--- config.mk ---
export PLATFORM = sky130hd
export DESIGN_NAME = sync_serial_rx
export DESIGN_NICKNAME = d
export VERILOG_FILES = /design/src/rtl/sync_serial_rx.sv
export SDC_FILE = /design/constraint.sdc
export NUM_CORES = 1
export LEC_CHECK = 0
export CAP_MARGIN = 20
export CORE_ASPECT_RATIO = 0.6
export CORE_MARGIN = 1
export CORE_UTILIZATION = 35
export CTS_BUF_LIST = sky130_fd_sc_hd__clkbuf_2 sky130_fd_sc_hd__clkbuf_4 sky130_fd_sc_hd__clkbuf_8
export CTS_CLUSTER_DIAMETER = 120
export DETAILED_ROUTE_END_ITERATION = 8
export PLACE_DENSITY = 0.51
export SYNTH_ARGS = -nofsm -noshare
export SYNTH_HDL_FRONTEND = slang
export SYNTH_SLANG_ARGS = --single-unit
--- constraint.sdc ---
create_clock -name clk -period 2.6 [get_ports clk]
set_clock_uncertainty 0.05 [all_clocks]
set_input_delay 0.65 -clock clk [delete_from_list [all_inputs] [get_ports clk]]
set_output_delay 0.65 -clock clk [all_outputs]
set_load 0.01 [all_outputs]
--- src/rtl/sync_serial_rx.sv ---
// Serial frame receiver: start-bit hunt, mid-bit sampling, stop-bit check.
// Optional RX_GLITCH_FILTER_EN: majority-of-3 filter on each sample point.
module sync_serial_rx #(
    parameter int CLKS_PER_BIT = 16,
    parameter int DATA_BITS    = 8
) (
    input  logic                 clk,
    input  logic                 reset,
    input  logic                 rx_sync,
    output logic [DATA_BITS-1:0] data,
    output logic                 data_valid,
    output logic                 frame_err,
    output logic                 busy
);
    localparam int CW = $clog2(CLKS_PER_BIT);
    localparam int IW = $clog2(DATA_BITS + 1);
    localparam logic [CW-1:0] HALF_LOAD = CW'(CLKS_PER_BIT / 2 - 1);
    localparam logic [CW-1:0] FULL_LOAD = CW'(CLKS_PER_BIT - 1);
    localparam logic [IW-1:0] LAST_IDX  = IW'(DATA_BITS - 1);

    typedef enum logic [2:0] {
        IDLE,
        START,
        DATA,
        STOP,
        WAIT_IDLE
    } state_e;

    state_e                state_q, state_d;
    logic [CW-1:0]         cnt_q, cnt_d;
    logic [IW-1:0]         idx_q, idx_d;
    logic [DATA_BITS-1:0]  shift_q, shift_d;
    logic [DATA_BITS-1:0]  data_q, data_d;
    logic                  valid_q, valid_d;
    logic                  ferr_q, ferr_d;
    logic                  busy_q, busy_d;
    logic                  prev_q;
    logic                  sample;
    logic                  fall;
    logic                  tick;

    // Counter counts down to zero, so the sample point lands on the reload value + 1 cycles.
    assign tick = (cnt_q == '0);
    assign fall = prev_q & ~rx_sync;

`ifdef RX_GLITCH_FILTER_EN
    // Two stored taps plus the live input form the 3-cycle majority window.
    logic [1:0] hist_q;

    always_ff @(posedge clk) begin
        if (reset) hist_q <= '1;
        else       hist_q <= {hist_q[0], rx_sync};
    end

    assign sample = (rx_sync & hist_q[0]) | (rx_sync & hist_q[1]) | (hist_q[0] & hist_q[1]);
`else
    assign sample = rx_sync;
`endif

    always_ff @(posedge clk) begin
        if (reset) begin
            state_q <= IDLE;
            cnt_q   <= '0;
            idx_q   <= '0;
            shift_q <= '0;
            data_q  <= '0;
            valid_q <= 1'b0;
            ferr_q  <= 1'b0;
            busy_q  <= 1'b0;
            prev_q  <= 1'b1;
        end else begin
            state_q <= state_d;
            cnt_q   <= cnt_d;
            idx_q   <= idx_d;
            shift_q <= shift_d;
            data_q  <= data_d;
            valid_q <= valid_d;
            ferr_q  <= ferr_d;
            busy_q  <= busy_d;
            prev_q  <= rx_sync;
        end
    end

    always_comb begin
        state_d = state_q;
        unique case (state_q)
            IDLE:      if (fall) state_d = START;
            START:     if (tick) state_d = sample ? IDLE : DATA;
            DATA:      if (tick && (idx_q == LAST_IDX)) state_d = STOP;
            STOP:      if (tick) state_d = sample ? IDLE : WAIT_IDLE;
            WAIT_IDLE: if (rx_sync) state_d = IDLE;
            default:   state_d = IDLE;
        endcase
    end

    always_comb begin
        cnt_d   = cnt_q;
        idx_d   = idx_q;
        shift_d = shift_q;
        data_d  = data_q;
        valid_d = 1'b0;
        ferr_d  = 1'b0;
        busy_d  = busy_q;
        unique case (state_q)
            IDLE: begin
                if (fall) begin
                    cnt_d  = HALF_LOAD;
                    busy_d = 1'b1;
                end
            end
            START: begin
                if (tick) begin
                    cnt_d = FULL_LOAD;
                    idx_d = '0;
                    if (sample) busy_d = 1'b0;
                end else begin
                    cnt_d = cnt_q - 1'b1;
                end
            end
            DATA: begin
                if (tick) begin
                    cnt_d   = FULL_LOAD;
                    idx_d   = idx_q + 1'b1;
                    shift_d = (shift_q >> 1) | (DATA_BITS'(sample) << (DATA_BITS - 1));
                end else begin
                    cnt_d = cnt_q - 1'b1;
                end
            end
            STOP: begin
                if (tick) begin
                    if (sample) begin
                        data_d  = shift_q;
                        valid_d = 1'b1;
                        busy_d  = 1'b0;
                    end else begin
                        ferr_d = 1'b1;
                    end
                end else begin
                    cnt_d = cnt_q - 1'b1;
                end
            end
            WAIT_IDLE: begin
                if (rx_sync) busy_d = 1'b0;
            end
            default: begin
                busy_d = 1'b0;
            end
        endcase
    end

    assign data       = data_q;
    assign data_valid = valid_q;
    assign frame_err  = ferr_q;
    assign busy       = busy_q;

endmodule

======== Word-level counts from Yosys, hierarchy flattened ========
Cells that the tools add are included.
word-level totals
  register bits ........................... 31
  bits of input ports ..................... 3
  output and inout port bits .............. 11
  word-level logic and storage cells ...... 65
operators by class
  add/subtract/negate cells ............... 2
  equal/unequal tests ..................... 13
  mux-type cells .......................... 21
  bitwise operators ....................... 6
  reductions and logical operators ........ 14
operators with widths
  operator               count
  $mux W4                5
  $mux W3                6
  $pmux W3 S5            1
  $ne A2 B2 Y1 const B   7
  $pmux W4 S3            1
  $reduce_and A3 Y1      4
  $or A7 B8 Y8           1
  $pmux W4 S2            1
  $eq A3 B2 Y1 const B   2
  $mux W1                5
  $reduce_and A5 Y1      1
  $add A4 B1 Y4 const B  1
  $eq A4 B3 Y1 const B   1
  $logic_not A4 Y1       1
  $not A1 Y1             4
  $pmux W1 S4            1
  $reduce_or A2 Y1       2
  $sub A4 B1 Y4 const B  1
  $eq A3 B1 Y1 const B   1
  $eq A3 B3 Y1 const B   1
  $logic_not A3 Y1       1
  $reduce_bool A3 Y1     1
  $reduce_or A3 Y1       1
  $mux W2                1
  other kinds (5)        5

======== Longest topological paths before layout ========
Gate-level depths: netlist (run 1).
  depth after elaboration ................. 4
  depth in mapped cells ................... 6
  depth with buffers taken out ............ 5

======== Worst setup path after synthesis (run 1) ========
Ideal clock, no wire load.
  path type ............................... flip-flop to flip-flop
  from .................................... register cnt_q[0]
  to ...................................... register idx_q[2]
  setup time .............................. 0.091 ns
  arrival time ............................ 1.593 ns
  data required time ...................... 2.459 ns
  slack ................................... 0.867 ns
  cell stages (with the launch flop) ...... 6
  path buffers ............................ 0
  clock period less this slack ............ 1.733 ns
  cell sequence ........................... dfxtp_1 -> inv_1 -> ha_1 -> or3b_1 -> or3_1 -> a311oi_1
between the ends
  longest elaborated chain between the ends .. 3
  elaborated cells on any way between the ends .. 4
  classes of those cells .................. 2 x eq/ne; 2 x reduce/logical
ends and longest elaborated chain
  item                           RTL line  RTL
  start, declared                30        logic [CW-1:0] cnt_q, cnt_d;
  start signal, assigned         73        cnt_q <= cnt_d;
  $logic_not A4 Y1 *             43        assign tick = (cnt_q == '0);
  $ne A2 B2 Y1 (no line)         n/a
  $reduce_and A3 Y1 (no line) *  n/a
  end signal, assigned           74        idx_q <= idx_d;
  end, declared                  31        logic [IW-1:0] idx_q, idx_d;
Mark *: on every way between the ends. The rest lies on a longest branch, timed or not.
A chain may end at the register's enable or synchronous reset.

======== Final worst setup path (run 1) ========
Ends and elaborated chain as after synthesis.

==> results of run 1 <==
==> power by group <==
part	switching, mW	total [mW]	internal (mW)
clock network	0.170	0.422	0.252
registers	0.0187	0.508	0.489
logic	0.0995	0.162	0.0627
total	0.289	1.09	0.804
==> cell usage after synthesis (2+ instances only) <==
library cell	count	area share
clkbuf_1	12	0.031
nor4bb_1	2	0.014
o2111a_1	2	0.016
o21ai_0	17	0.059
nor3_1	4	0.014
dfxtp_1	31	0.43
inv_1	7	0.018
a311oi_1	3	0.018
buf_2	3	0.010
a211oi_1	5	0.026
or3b_1	2	0.012
ha_1	2	0.017
a21oi_1	22	0.077
nor2_1	3	0.0078
nand3_1	19	0.066
nor3b_1	4	0.021
nand2b_1	2	0.0087
a31oi_1	3	0.013
or3_1	3	0.013
==> flip-flops by register name, indices dropped and copies added, names as in the netlist <==
register / flops
frame_err: 1
idx_q: 4
shift_q: 8
data_valid: 1
cnt_q: 4
state_q: 3
prev_q: 1
busy: 1
data: 8
==> cell type report <==
cell class,instances,area [um2]
inverter,7,26.3
fill,362,2080
tap,47,58.8
clock buffer,8,104
timing repair buffer,21,190
sequential,31,621
multi-input combinational,114,724
==> routing by layer <==
layer | share of wire | vias up | routed length (um)
li1 | - | 650 | -
met5 | 0 | - | 0
met2 | 0.38 | 22 | 1310
met4 | 0.0061 | 0 | 21
met3 | 0.040 | 4 | 140
met1 | 0.57 | 605 | 1990
==> cells in the final DEF (no fill, tap or decap), drive strengths merged, types with 2 or more instances in the layout <==
cell type      synthesis  final
buf                    4      8
nor2                   3      3
o2111a                 2      2
clkbuf                12      8
a31oi                  3      3
or3                    3      3
dfxtp                 31     31
a311oi                 3      3
nand2b                 2      2
a211oi                 5      5
nor3                   4      4
o21ai                 18     18
a21oi                 22     22
nand3                 19     19
ha                     2      2
clkdlybuf4s50          0     13
inv                    7      7
nor3b                  4      4
or3b                   2      2
nor4bb                 2      2
==> path summary, 6_finish.rpt <==
check,from,end
worst min-delay path,data[2],data[2]
worst max register to register,cnt_q[0],idx_q[2]
worst min register to register,data[2],data[2]
worst max-delay path,cnt_q[0],idx_q[2]
==> per-stage QoR <==
| stage | hold slack [ns] | power, mW | area [um2] |
|---|---|---|---|
| 2_1_floorplan | 0.390 | 0.632 | 1440 |
| 3_3_place_gp | 0.416 | 0.679 | 1620 |
| 3_5_place_dp | 0.419 | 0.678 | 1620 |
| 4_1_cts | 0.431 | 1.10 | 1720 |
| 5_1_grt | 0.459 | 1.15 | 1720 |
| 6_report | 0.427 | 1.09 | 1720 |
==> cells by family (layout without fill, tap and decap cells) <==
kind of cell,Yosys count,after routing,synth area share
compound gates,60,60,0.257
buf+inv,23,36,0.0652
simple gates,49,49,0.210
fa+ha+maj,2,2,0.0174
flops,31,31,0.431
xor+xnor,2,2,0.0122
mux,1,1,0.00696
==> critical path, cell delays in order, from the launching register on <==
cell and delay [ns]:
dfxtp_1 0.35, inv_1 0.08, ha_1 0.27, or3b_1 0.58, or3_1 0.42, a311oi_1 0.26
==> results by group, run 1 <==
CTS
  • TritonCTS clock tree: yes
  • # clock sinks: 31
  • Worst-Skew Late Latency: about 0.27 ns
  • # hold bufs at CTS: 0
  • Resize count post-CTS: 0
  • Clock Root Buffer: clkbuf_8
  • Longest Clk Path Bufs: 2
  • # H-tree levels: 2
  • CTS Buf Count: 5
  • Post-CTS Setup Repair Bufs: 0
  • Clk pin slew, worst setup/hold paths: 0.07 ns

Placed design
  • DP HPWL: 2.39 mm
  • GPL Wtd Cong: 0.803
  • Placed Cells: 220
  • Setup Slack @ Placement: about 0.34 ns
  • # port buffers: 13

GRT
  • First-pass GRT wire length: approximately 5.9 mm
  • Met3 Track Usage GR: 0.0476
  • Number of global-route vias before repair: 1133
  • Grt met1 use: 0.275
  • GRT met2 Usage: 0.225
  • Total gr overflow: 0
  • Initial antenna violation count: 0
  • Busiest grt layer: met1
  • GRT Util Overall: 0.175
  • Pin count of the biggest net entering global routing: 20

Route
  • DR vias: 1281
  • Wirelength per Cell: 15.2 um
  • Routed Antenna Nets: 0
  • Starting DRT DRC Count: 165
  • DRC viols: 2
  • Total wire length: 3.46 mm
  • Vias/cell: 5.62
  • TritonRoute pass-1 iters: 6

Flow run
  • Max-Cap Viols: 0

Timing
  • Setup Total Neg Slack: 0 ns
  • Max_slew headroom: 0.710
  • Final Hold Fails: 0
  • Slew Viols, Final: 0
  • Unrepaired setup endpoints after global routing: no
  • Worst-Margin Slew: 0.435 ns
  • Fin crit share: 0.807
  • Maximum clock frequency: 477 MHz
  • Final worst slack: 0.502 ns
  • Final setup vio count: 0
  • Crit path time final: 2.10 ns

Worst setup path
  • Crit start category: flip-flop
  • R2R depth: 5
  • Crit path capture type: flip-flop
  • FF-to-FF setup slack: between 0.5 and 0.6 ns
  • Critical Setup Path Class: reg2reg
  • Arrival @ worst endpoint: 2.23 ns
  • Crit path required time: 2.73 ns
  • CP Max Fanout: 14

Finish
  • Antenna diodes: 0
  • Final core occ: 0.453
  • Nets: 185
  • Area delta synth->final: 19.8%
  • Final cell count without fillers: 228
  • Share of cells above drive strength 1: 0.0994

Synthesis
  • Count of cell types in the netlist: 41
  • Post-Syn Nets: ~170
  • Post-synthesis sequential area ratio: 0.431
  • Synthesized instance count: about 170
  • Synth warn: 0
  • Synthesized area: between 1000 and 1500 um2
  • Post-synth EDFFs: 0
  • Async S/R FF share, synth: 0
  • Main flop type after synthesis: dfxtp_1
  • Synth Register Bits: 31
  • Mean Syn Cell Area: 8.56 um2

Pwr
  • Pwr/cell area: 634 nW/um2
  • Peak supply drop: 0.000194 V
  • LEAKAGE: 0.576 nW

Die
  • Die width: 84.8 um
  • DIE AREA: 4380 um2
  • Die H: ~52 um
  • Core Box Area: 3810 um2
  • # rows: 17
  • Initial cell density of the core: 0.378
  • I/O pin cnt: 14

Outcome
  • Failing checks: DRC
  • Status: complete, but fails checks

Min path
  • Hold Path Cell Cnt: 2
  • Worst hold path type: reg2reg
Note: power is estimated with default switching activity, not from simulation.
==> run 2: changes to the inputs <==
Clock period 2.6 ns to 2 ns, I/O delays scaled along.
==> run 2 against run 1 <==
- the flow still finishes with violations (DRC)
- global-route usage rose by 0.075 points
- utilization grew 0.82 points
- flip-flop and latch count did not move
- critical path depth unchanged
- routed wire length rose by 2.1%
==> results by group, run 2 (synthesized netlist as in run 1, its figures left out) <==
Worst setup path
  • Crit path capture type: flip-flop (unchanged)
  • Max stage delay on crit path: 0.45 ns (was 0.58 ns)
  • CP cell instances: inv_1, ha_2, or3b_1, or3_1, a311oi_1 (was inv_1, ha_1, or3b_1, or3_1, a311oi_1)
  • Critical Setup Path Class: reg2reg (unchanged)
  • Crit path buffers/inverters: 1 (unchanged)
  • CP delay by family, top: simple AND/OR/NAND/NOR gates (unchanged)
  • Crit start category: flip-flop (unchanged)
  • Critical path's slowest cell: or3b_1 (unchanged)
  • Arrival @ worst endpoint: 2.03 ns (was 2.23 ns)
  • Crit path required time: 2.14 ns (was 2.73 ns)
  • CP Max Fanout: 7 (was 14)

Timing
  • Setup Total Neg Slack: 0 ns (unchanged)
  • Maximum clock frequency: 529 MHz (was 477 MHz)
  • Final setup vio count: 0 (unchanged)
  • Max_slew headroom: 0.760 (was 0.710)
  • Fin crit share: 0.945 (was 0.807)
  • Crit path time final: 1.89 ns (was 2.10 ns)
  • Slew Viols, Final: 0 (unchanged)
  • Final Hold Fails: 0 (unchanged)
  • Worst-Margin Slew: 0.357 ns (was 0.435 ns)
  • Final worst slack: 0.110 ns (was 0.502 ns)
  • Unrepaired setup endpoints after global routing: no (unchanged)

GRT
  • Pin count of the biggest net entering global routing: 20 (unchanged)
  • Initial antenna violation count: 0 (unchanged)
  • GRT Util Overall: 0.176 (was 0.175)
  • Total gr overflow: 0 (unchanged)
  • First-pass GRT wire length: 5.93 mm (was 5.87 mm)
  • Number of global-route vias before repair: 1165 (was 1133)

Die
  • # rows: 17 (unchanged)
  • Die H: 51.7 um (unchanged)
  • I/O pin cnt: 14 (unchanged)
  • Core Box Area: 3810 um2 (unchanged)
  • Initial cell density of the core: 0.378 (unchanged)
  • Die width: 84.8 um (unchanged)
  • DIE AREA: 4380 um2 (unchanged)

Pwr
  • Peak supply drop: 0.000433 V (was 0.000194 V)
  • Sw Ratio: 0.276 (was 0.264)
  • Comb power frac: 0.169 (was 0.148)
  • Int Pwr: 1.00 mW (was 0.804 mW)
  • NetSw: 0.383 mW (was 0.289 mW)
  • LEAKAGE: 0.596 nW (was 0.576 nW)
  • Flop pwr share: 0.475 (was 0.465)
  • Clock power frac: 0.356 (was 0.386)
  • Overall power: 1.39 mW (was 1.09 mW)
  • Pwr/cell area: 790 nW/um2 (was 634 nW/um2)

Finish
  • Most common cell after layout, fill and taps aside: dfxtp_1 (unchanged)
  • Fill cells: 370 (was 362)
  • Share of cells above drive strength 1: 0.129 (was 0.0994)
  • Nets: 191 (was 185)
  • Antenna diodes: 0 (unchanged)
  • Area delta synth->final: 22.0% (was 19.8%)
  • Most frequent cells in the layout: dfxtp_1, a21oi_1, nand3_1 (unchanged)
  • Final core occ: 0.461 (was 0.453)

CTS
  • # H-tree levels: 2 (unchanged)
  • Clock Root Buffer: clkbuf_8 (unchanged)
  • Post-CTS Setup Repair Bufs: 0 (unchanged)
  • CTS Buf Count: 5 (unchanged)
  • Longest Clk Path Bufs: 2 (unchanged)
  • Worst-Skew Late Latency: 0.27 ns (about the same)
  • # clock sinks: 31 (unchanged)
  • # hold bufs at CTS: 0 (unchanged)
  • TritonCTS clock tree: yes (unchanged)
  • Clk pin slew, worst setup/hold paths: 0.06 ns (was 0.07 ns)

Outcome
  • Failing checks: DRC (unchanged)
  • Status: complete, but fails checks (unchanged)

Placed design
  • DP HPWL: 2.54 mm (was 2.39 mm)
  • GPL Wtd Cong: 0.843 (was 0.803)
  • Setup Slack @ Placement: 0.0755 ns (was 0.343 ns)
  • # port buffers: 13 (unchanged)

Route
  • Vias/cell: 5.77 (was 5.62)
  • TritonRoute pass-1 iters: 6 (unchanged)
  • Starting DRT DRC Count: 53 (was 165)
  • DRC viols: 2 (unchanged)
  • Routed Antenna Nets: 0 (unchanged)
  • Wirelength per Cell: 15.2 um (about the same)
  • DR vias: 1344 (was 1281)
  • Total wire length: 3.54 mm (was 3.46 mm)

Min path
  • Worst hold path type: reg2reg (unchanged)

Flow run
  • Max-Cap Viols: 0 (unchanged)
## run 2: cell types whose count changed in the layout (fill, tap and decap cells not counted)
cell	previous run	this run
clkbuf_8	7	6
buf_4	8	14
clkinv_2	0	1
clkbuf_4	1	0
ha_2	0	1
ha_1	2	1
## run 2: routing by layer
metal,vias up,track usage,wire [um]
met5,-,0,0
met2,31,0.244,1450
met3,3,0.0476,182
met1,647,0.273,1900
li1,663,-,-
met4,0,0.0169,5
## run 2: final cells by class
class	instances	area, um2	share of cell area
clock buffer	6	82.6	0.0470
clock inverter	1	5.00	0.00285
inverter	7	26.3	0.0150
multi-input combinational	114	727	0.414
sequential	31	621	0.354
tap	47	58.8	0.0335
timing repair buffer	27	235	0.134
## run 2: worst register-to-register path: cells and delay by family (launching register included)
| family | cells | cell delay (ns) |
|---|---|---|
| flops | 1 | 0.33 |
| fa+ha+maj | 1 | 0.25 |
| buf+inv | 1 | 0.09 |
| compound gates | 1 | 0.26 |
| simple gates | 2 | 0.83 |
## run 2: per-stage QoR
| step | cell area [um2] | hold WS [ns] | std cells |
|---|---|---|---|
| after floorplan | 1440 | 0.390 | 168 |
| after global placement | 1670 | 0.416 | 226 |
| after detailed placement | 1670 | 0.418 | 226 |
| after CTS | 1750 | 0.428 | 233 |
| after global routing | 1760 | 0.441 | 233 |
| final | 1760 | 0.428 | 233 |
## run 2: worst paths after layout
check | startpoint | cells after the start | end | slack (ns)
max | cnt_q[0] | 5 | idx_q[2] | 0.11
min | data[7] | 2 | data[7] | 0.43
max reg2reg | cnt_q[0] | 5 | idx_q[2] | 0.11
min reg2reg | data[7] | 2 | data[7] | 0.43
## run 2: power groups by stage
stage	sequential [mW]	clock, mW	combinational (mW)
after global routing	0.662	0.539	0.257
final	0.659	0.494	0.234
after floorplan	0.663	0	0.159
after global placement	0.671	0	0.227
after detailed placement	0.672	0	0.229
after CTS	0.659	0.504	0.230
## run 2: repair_timing
action                                  CTS  global route
hold endpoints to repair                  0             0
endpoints found under the setup margin    0             1
gates resized for setup                   0             1
==> run 3: changes to the inputs <==
Clock period 2 ns to 1.8 ns, I/O delays scaled along.
==> run 3 against run 2 <==
- clock power is 46% higher
- global-route usage is 2.2 points higher
- sequential share of layout area is 3.1 points lower
- cell count is 5.2% higher
- power is 30% higher
- setup slack worse by 0.067 ns
- die area stayed put
- the flow still finishes with violations (DRC)
==> results by group, run 3 (synthesized netlist as in run 1, its figures left out) <==
Route
  • TritonRoute pass-1 iters: 7 (was 6)
  • Starting DRT DRC Count: 154 (was 53)
  • DR vias: 1382 (was 1344)
  • Wirelength per Cell: 15.7 um (was 15.2 um)
  • DRC viols: 2 (unchanged)
  • Vias/cell: 5.64 (was 5.77)
  • Routed Antenna Nets: 0 (unchanged)
  • Total wire length: 3.84 mm (was 3.54 mm)

Timing
  • Final setup vio count: 0 (unchanged)
  • Fin crit share: 0.976 (was 0.945)
  • Final worst slack: 0.0431 ns (was 0.110 ns)
  • Slew Viols, Final: 0 (unchanged)
  • Max_slew headroom: 0.759 (was 0.760)
  • Crit path time final: 1.76 ns (was 1.89 ns)
  • Maximum clock frequency: 569 MHz (was 529 MHz)
  • Final Hold Fails: 0 (unchanged)
  • WHS: 0.429 ns (was 0.428 ns)
  • Worst-Margin Slew: 0.359 ns (was 0.357 ns)

Finish
  • Most frequent cells in the layout: dfxtp_1, buf_4, a21oi_1 (was dfxtp_1, a21oi_1, nand3_1)
  • Most common cell after layout, fill and taps aside: dfxtp_1 (unchanged)
  • Area delta synth->final: 34.2% (was 22.0%)
  • Post-route cell area: 1930 um2 (was 1760 um2)
  • Final cell count without fillers: 245 (was 233)
  • Nets: 202 (was 191)
  • Share of cells above drive strength 1: 0.242 (was 0.129)
  • Antenna diodes: 0 (unchanged)

GRT
  • First-pass GRT wire length: 6.35 mm (was 5.93 mm)
  • Initial antenna violation count: 0 (unchanged)
  • Number of global-route vias before repair: 1243 (was 1165)
  • GRT Util Overall: 0.198 (was 0.176)
  • Total gr overflow: 0 (unchanged)
  • Pin count of the biggest net entering global routing: 20 (unchanged)

Worst setup path
  • Crit path required time: 1.95 ns (was 2.14 ns)
  • FF-to-FF setup slack: 0.04 ns (was 0.11 ns)
  • CP Max Fanout: 4 (was 7)
  • Critical Setup Path Class: reg2reg (unchanged)
  • Crit path capture type: flip-flop (unchanged)
  • Crit start category: flip-flop (unchanged)
  • Arrival @ worst endpoint: 1.90 ns (was 2.03 ns)

Pwr
  • Sw Ratio: 0.266 (was 0.276)
  • Comb power frac: 0.197 (was 0.169)
  • Flop pwr share: 0.403 (was 0.475)
  • LEAKAGE: 0.674 nW (was 0.596 nW)
  • Overall power: 1.81 mW (was 1.39 mW)
  • Clock power frac: 0.400 (was 0.356)
  • Pwr/cell area: 936 nW/um2 (was 790 nW/um2)
  • NetSw: 0.481 mW (was 0.383 mW)
  • Peak supply drop: 0.000329 V (was 0.000433 V)
  • Int Pwr: 1.33 mW (was 1.00 mW)

Die
  • Die H: 51.7 um (unchanged)
  • Initial cell density of the core: 0.378 (unchanged)
  • # rows: 17 (unchanged)
  • I/O pin cnt: 14 (unchanged)
  • Core Box Area: 3810 um2 (unchanged)
  • Die width: 84.8 um (unchanged)
  • DIE AREA: 4380 um2 (unchanged)

CTS
  • # H-tree levels: 2 (unchanged)
  • Worst-Skew Late Latency: 0.29 ns (was 0.27 ns)
  • Clock Root Buffer: clkbuf_8 (unchanged)
  • Longest Clk Path Bufs: 2 (unchanged)
  • CTS Buf Count: 5 (unchanged)
  • TritonCTS clock tree: yes (unchanged)
  • # clock sinks: 31 (unchanged)
  • Clk pin slew, worst setup/hold paths: 0.07 ns (was 0.06 ns)

Placed design
  • Placed Cells: 235 (was 226)
  • DP HPWL: 2.64 mm (was 2.54 mm)
  • Total placed instance area: 1730 um2 (was 1670 um2)
  • # port buffers: 13 (unchanged)
  • Setup Slack @ Placement: -0.0823 ns (was 0.0755 ns)
  • GPL Wtd Cong: 0.818 (was 0.843)

Outcome
  • Failing checks: DRC (unchanged)
  • Status: complete, but fails checks (unchanged)

Flow run
  • Max-Cap Viols: 0 (unchanged)

Min path
  • Worst hold path type: reg2reg (unchanged)
run 3: cell types whose count changed in the layout (fill, tap and decap cells not counted), sizes merged:
cell    previous run  this run
buf               14        25
bufinv             0         1
run 3: area by class of cell:
type | instances | area (um2)
Clock buffer | 6 | 82.6
Clock inverter | 2 | 35.0
Fill cell | 349 | 1880
Inverter | 7 | 26.3
Multi-Input combinational cell | 114 | 787
Sequential cell | 31 | 623
Tap cell | 47 | 58.8
Timing Repair Buffer | 38 | 318
run 3: worst paths after layout:
path | from | cells past startpoint | endpoint
min reg2reg | shift_q[0] | 2 | shift_q[0]
max reg2reg | cnt_q[0] | 6 | cnt_q[2]
max | cnt_q[0] | 6 | cnt_q[2]
min | shift_q[0] | 2 | shift_q[0]
run 3: worst max-delay path, stage by stage (launching register included):
cell and delay (ns):
dfxtp_2 0.33, inv_1 0.05, ha_2 0.20, buf_4 0.14
and4bb_2 0.26, a221o_1 0.40, a211oi_2 0.24
run 3: repair_timing:
action | 4_1_cts | 5_1_grt
endpoints found under the setup margin | 5 | 9
cloned | 0 | 0
setup buffers | 0 | 2
hold buffers | 0 | 0
gates resized for setup | 4 | 10
pin swaps | 0 | 8
run 3: stage by stage:
stage	utilization	setup TNS, ns
3_3_place_gp	0.455	-0.155
6_report	0.507	0
5_1_grt	0.507	-0.0587
3_5_place_dp	0.455	-0.572
4_1_cts	0.491	0
2_1_floorplan	-	0
run 3: power by group through the flow:
stage	registers, mW	logic [mW]	clock network (mW)
detailed placement	0.741	0.305	0
floorplan	0.737	0.176	0
finish	0.728	0.355	0.723
global route	0.732	0.388	0.766
global placement	0.741	0.305	0
CTS	0.726	0.320	0.737
run 3: metal layers:
metal / part of all wire / GRT usage / up-vias
li1: - / - / 684
met1: 0.54 / 0.298 / 652
met2: 0.39 / 0.252 / 37
met3: 0.052 / 0.0540 / 9
met4: 0.021 / 0.0932 / 0
met5: 0 / 0 / -
